**src/rtl/malloc_interval_tracker.sv**
```systemverilog
// Purpose: watches the commit stream for allocator calls and emits [base, base+size-1] on the matching return.
// Latency: the terminating ret committed in cycle N gives en_write_o in cycle N+1. Abort errors also appear in N+1.
// Backpressure: none. The commit stream and the interval-buffer write are fire-and-forget.
// Ports:
//   clk_i, rst_i (async, active-high)       clock and reset
//   cfg_enable_i, cfg_malloc_addr_i         tracking enable and allocator entry address
//   commit_*_i, a0_i                        one committed instruction per valid cycle
//   en_write_o, addr_first_o, addr_last_o   interval write pulse and bounds (held between pulses)
//   busy_o, err_o, count_o                  inside-allocator flag, abnormal-event pulse, saturating emit count
module malloc_interval_tracker #(
   parameter int DEPTH_W = 4,
   parameter int CNT_W   = 16
) (
   input  logic             clk_i,
   input  logic             rst_i,
   input  logic             cfg_enable_i,
   input  logic [31:0]      cfg_malloc_addr_i,
   input  logic             commit_valid_i,
   input  logic [31:0]      commit_pc_i,
   input  logic             commit_is_call_i,
   input  logic             commit_is_ret_i,
   input  logic [31:0]      commit_target_i,
   input  logic [31:0]      a0_i,
   output logic             en_write_o,
   output logic [31:0]      addr_first_o,
   output logic [31:0]      addr_last_o,
   output logic             busy_o,
   output logic             err_o,
   output logic [CNT_W-1:0] count_o
);

   localparam logic [1:0] IDLE     = 2'd0;
   localparam logic [1:0] IN_ALLOC = 2'd1;
   localparam logic [1:0] EMIT     = 2'd2;

   logic [1:0]         state;
   logic [DEPTH_W-1:0] depth;
   logic [31:0]        size;
   logic [31:0]        base;
   logic [31:0]        ret_addr;
   logic [31:0]        last_r;
   logic               ovf_r;
   logic [31:0]        first_hold;
   logic [31:0]        last_hold;
   logic [CNT_W-1:0]   count_r;
   logic               err_r;

   logic               call_v;
   logic               ret_v;
   logic               emit;
   logic [32:0]        end_sum;

   assign call_v = commit_valid_i & commit_is_call_i;
   assign ret_v  = commit_valid_i & commit_is_ret_i;

   // The 33rd bit is the carry that marks an interval running past the top of the address space.
   assign end_sum = {1'b0, a0_i} + {1'b0, size} - 33'd1;

   // Dropping the enable during EMIT must suppress the write in that same cycle, so the pulse is gated here.
   assign emit = (state == EMIT) & cfg_enable_i;

   always_comb begin
      en_write_o   = emit;
      addr_first_o = emit ? base   : first_hold;
      addr_last_o  = emit ? last_r : last_hold;
      busy_o       = (state == IN_ALLOC);
      err_o        = err_r | (emit & ovf_r);
      count_o      = (emit && !(&count_r)) ? count_r + CNT_W'(1) : count_r;
   end

   always_ff @(posedge clk_i or posedge rst_i) begin
      if (rst_i) begin
         state      <= IDLE;
         depth      <= '0;
         size       <= '0;
         base       <= '0;
         ret_addr   <= '0;
         last_r     <= '0;
         ovf_r      <= 1'b0;
         first_hold <= '0;
         last_hold  <= '0;
         count_r    <= '0;
         err_r      <= 1'b0;
      end else begin
         err_r <= 1'b0;
         case (state)
            IDLE: begin
               if (cfg_enable_i && call_v && commit_target_i == cfg_malloc_addr_i) begin
                  state    <= IN_ALLOC;
                  size     <= a0_i;
                  ret_addr <= commit_pc_i + 32'd4;
                  depth    <= '0;
               end
            end
            IN_ALLOC: begin
               if (!cfg_enable_i) begin
                  state <= IDLE;
               end else if (call_v) begin
                  // Any call nests, including recursion into the allocator itself.
                  if (&depth) begin
                     state <= IDLE;
                     err_r <= 1'b1;
                  end else begin
                     depth <= depth + DEPTH_W'(1);
                  end
               end else if (ret_v) begin
                  if (depth != '0) begin
                     depth <= depth - DEPTH_W'(1);
                  end else if (commit_target_i != ret_addr) begin
                     state <= IDLE;
                     err_r <= 1'b1;
                  end else if (a0_i == 32'd0 || size == 32'd0) begin
                     // Failed or empty allocation: nothing to record, and it is not an error.
                     state <= IDLE;
                  end else begin
                     state  <= EMIT;
                     base   <= a0_i;
                     ovf_r  <= end_sum[32];
                     last_r <= end_sum[32] ? 32'hFFFF_FFFF : end_sum[31:0];
                  end
               end
            end
            EMIT: begin
               // Calls committed in this cycle are deliberately not tracked.
               state <= IDLE;
               if (cfg_enable_i) begin
                  first_hold <= base;
                  last_hold  <= last_r;
                  count_r    <= count_o;
               end
            end
            default: state <= IDLE;
         endcase
      end
   end

endmodule
```
**config.mk**
```make
export PLATFORM = sky130hd
export DESIGN_NAME = malloc_interval_tracker
export DESIGN_NICKNAME = d
export VERILOG_FILES = /design/src/rtl/malloc_interval_tracker.sv
export SDC_FILE = /design/constraint.sdc
export NUM_CORES = 1
export LEC_CHECK = 0
export BUFFER_PORTS_ARGS = -buffer_cell sky130_fd_sc_hd__buf_2
export CAP_MARGIN = 10
export CORE_MARGIN = 2
export CORE_UTILIZATION = 41
export DETAILED_ROUTE_END_ITERATION = 7
export SYNTH_ARGS = -nofsm -noshare
export SYNTH_HDL_FRONTEND = slang
export SYNTH_SLANG_ARGS = --single-unit
```
**constraint.sdc**
```tcl
create_clock -name clk_i -period 16.01 [get_ports clk_i]
set_input_delay 4.0025 -clock clk_i [delete_from_list [all_inputs] [get_ports clk_i]]
set_output_delay 4.0025 -clock clk_i [all_outputs]
set_load 0.005 [all_outputs]
```
==> results by group <==
Run status
  – Outcome: finished, final reports clean

STA
  – Tmin final: between 10 and 15 ns
  – Slew Viols, Final: 0
  – Clk_skew: 0.0112 ns
  – Max transition margin: 26.4%
  – RSZ-0062 raised after global routing: false
  – Final worst setup slack: 5.65 ns
  – Setup Viol. Count Final: 0
  – Final Hold Viols: 0
  – Final worst-path cycle share: about two thirds
  – Setup TNS: 0 ns
  – Worst Max-Slew Pin Slew: around 1.1 ns
  – F_max: about 96 MHz

Route
  – DRC: 0
  – Final WL: approximately 30000 um
  – Pre-antenna DRT Iters: 5
  – Routed len/inst: 15.8 um
  – DRT antenna net count: 0
  – DR iter-0 viols: around 570
  – Via Count: between 9000 and 10000
  – Drt via density: roughly 5.0

Final layout
  – Layout cells sized above 1: between 20% and 30%
  – Area delta synth->final: 18.6%
  – Reg area: roughly 5400 sq um
  – Ant. Diodes: 0
  – Layout Nets: 1723
  – Fillers: about 2800
  – Finished Layout Cells: 1921
  – Area occupied by multi-input gates: around 5900 sq um

Yosys
  – Post-Synthesis Cells: 1317
  – Synth Register Bits: approximately 220
  – Most common cell in the netlist: nand2_1
  – Asr flop ratio synth: 100%
  – Synth area leaders: dfrtp_1 (45%), nand2_1 (8.1%), ha_1 (7.0%), xnor2_1 (5.6%), xor2_1 (5.2%)
  – Avg Inst Size Synth: slightly above 9 sq um
  – Register area share after synthesis: 44.9%
  – YS warnings: 0
  – Netlist cell types: between 50 and 60
  – Post-synth EDFFs: 0
  – Synth top area share: between 40% and 50%
  – Largest area contributor in the netlist: dfrtp_1
  – Syn_nets: around 1500
  – Top post-synthesis cells by count: nand2_1 (259), dfrtp_1 (216), inv_1 (139), a21oi_1 (80), xnor2_1 (77)
  – Ys flop type: dfrtp_1
  – Synthesized cell area: about 12000 sq um

Critical path
  – Arr. time, crit path: around 6.4 ns
  – Crit Path Class: primary input to output port
  – CP max FO: 55
  – Worst-path cell chain: buf_2 -> nor2b_1 -> nand2_2 -> buf_4 -> inv_2 -> buf_4 -> nand2_1 -> nand2_1 -> buf_2
  – CP endpoint kind: output port
  – Critical path's top delay family: buffers and inverters
  – Startpoint Class: primary input
  – Critical Path RT: 12.01 ns
  – Largest stage delay, worst path: between 0.5 and 0.6 ns
  – Critical-path cell with the highest stage delay: buf_4
  – Worst path buffer plus inverter count: 5

Clock tree
  – Worst skew pair latency: approximately 0.52 ns
  – H-tree Lvls: 1
  – Root buffer cell: clkbuf_16
  – CTS buffer count: 25
  – Setup bufs post-CTS: 0
  – Max clock buf depth: 3
  – Post-CTS resize count: 0
  – CTS Sinks: 216
  – CTS tree: yes
  – Clock transition at path regs: roughly 0.050 ns
  – Post-CTS Hold Buffers: 0

Power and ir drop
  – Worst VDD drop: 0.0000677 V
  – Pwr Density: roughly 85 nW/um^2
  – Pleak: 0.00748 uW

Global routing
  – Largest net degree at the start of global routing: 97
  – First-pass GRT wire length: 49800 um
  – Vias in the first global route: between 9000 and 10000
  – Initial antenna violation count: 2
  – GRT Residual Overflow: 0
  – Total GRT Usage: 19.8%

Placement
  – Hpwl dp: ~23000 um
  – # port buffers: 216
  – Placed cell count: roughly 1900
  – Pre-CTS setup slack: 5.57 ns
  – Routability congestion estimate: around 0.85

Floorplan
  – Core Region: around 29000 sq um
  – Chip height: ~180 um
  – Initial Util: about two fifths
  – Die Wd: around 180 um
  – Row cnt: 62
  – Top-Level Pins: roughly 220
  – DIE AREA: 30700 sq um

Hold path
  – Hold/Removal Path Class: flip-flop to flip-flop

Job
  – Max-Cap Viols: 0
==> final timing paths <==
kind                                      startpoint                          to  slack [ns]  cells past startpoint
min                        last_hold[28]$_DFFE_PP0P_   last_hold[28]$_DFFE_PP0P_        0.46                      2
max reg2reg                     state[1]$_DFFE_PP0P_        depth[3]$_DFFE_PP0P_       12.34                      7
max                                     cfg_enable_i            addr_first_o[18]        5.65                      9
min reg2reg                last_hold[28]$_DFFE_PP0P_   last_hold[28]$_DFFE_PP0P_        0.46                      2
min in group asynchronous                      rst_i  first_hold[10]$_DFFE_PP0P_        3.54                      2
max in group asynchronous                      rst_i      last_r[31]$_DFFE_PP0P_       11.08                      3
==> worst min-delay path, cell delays in order (launching register included) <==
cell and delay [ns]:
dfrtp_1 0.32, nand2_1 0.04, nand2_1 0.07
==> cell usage in the layout, fill, tap and decap left out, types with 3 or more instances in the layout <==
| cell | n |
|---|---|
| o21bai_1 | 3 |
| and4_1 | 5 |
| xor2_1 | 72 |
| o21ai_1 | 4 |
| o2111ai_1 | 3 |
| nor2b_1 | 4 |
| nor2_1 | 73 |
| o22a_1 | 4 |
| inv_1 | 137 |
| clkbuf_16 | 25 |
| nor3_1 | 7 |
| o211ai_1 | 4 |
| and3_1 | 8 |
| o31ai_1 | 4 |
| dfrtp_1 | 216 |
| a21o_1 | 17 |
| o21ai_0 | 44 |
| xnor2_1 | 77 |
| mux2i_1 | 3 |
| nand2_1 | 258 |
| ha_1 | 67 |
| buf_2 | 216 |
| a31oi_1 | 10 |
| clkbuf_1 | 8 |
| nand2b_1 | 8 |
| a21oi_1 | 80 |
| mux2_2 | 37 |
| and2_1 | 6 |
| nand4_1 | 26 |
| clkbuf_8 | 7 |
| nand3_1 | 28 |
| nor4_1 | 28 |
| buf_4 | 7 |
==> cells by family after synthesis <==
| logic type | Yosys count | synth area share [%] |
|---|---|---|
| flops | 216 | 44.9 |
| mux | 42 | 4.03 |
| xor+xnor | 149 | 10.8 |
| buf+inv | 187 | 6.01 |
| compound gates | 192 | 9.74 |
| fa+ha+maj | 69 | 7.30 |
| simple gates | 462 | 17.1 |
==> through the flow <==
step / instance area (sq um) / hold WS [ns] / utilization (%) / power, uW
final: 14300 / 0.461 / 49.6 / 1210
after global placement: 13500 / 0.449 / 46.8 / 661
after detailed placement: 13500 / 0.453 / 46.8 / 662
after CTS: 14300 / 0.469 / 49.6 / 1230
after global routing: 14300 / 0.486 / 49.6 / 1260
after floorplan: 12000 / 0.462 / - / 617
==> layer usage <==
metal  GRT usage (%)  part of all wire (%)  routed length, um
met5               0                 0.076                 23
met4            3.92                   1.9                564
met3            3.07                   4.9               1470
met2            32.0                    47              14100
met1            28.5                    47              14200
==> report_power, final <==
group | switching (uW) | leakage (uW) | internal (uW)
Clock | 220 | 0.000390 | 335
Combinational | 63.1 | 0.00425 | 41.8
Sequential | 0.00000117 | 0.00284 | 546
Total | 283 | 0.00748 | 923
==> layout make-up <==
cell class,count,share of cell area (%)
Multi-Input combinational cell,914,41.5
Sequential cell,216,37.9
Timing Repair Buffer,223,7.95
Clock buffer,40,5.27
Inverter,140,3.74
Tap cell,384,3.37
Clock inverter,4,0.333
==> flip-flops by register name, indices dropped and copies added, names as in the netlist, 4 cells and up <==
signal,count
first_hold,32
ret_addr,32
last_r,32
size,32
count_r,16
depth,4
base,32
last_hold,32
(Power assumes the default switching activity.)
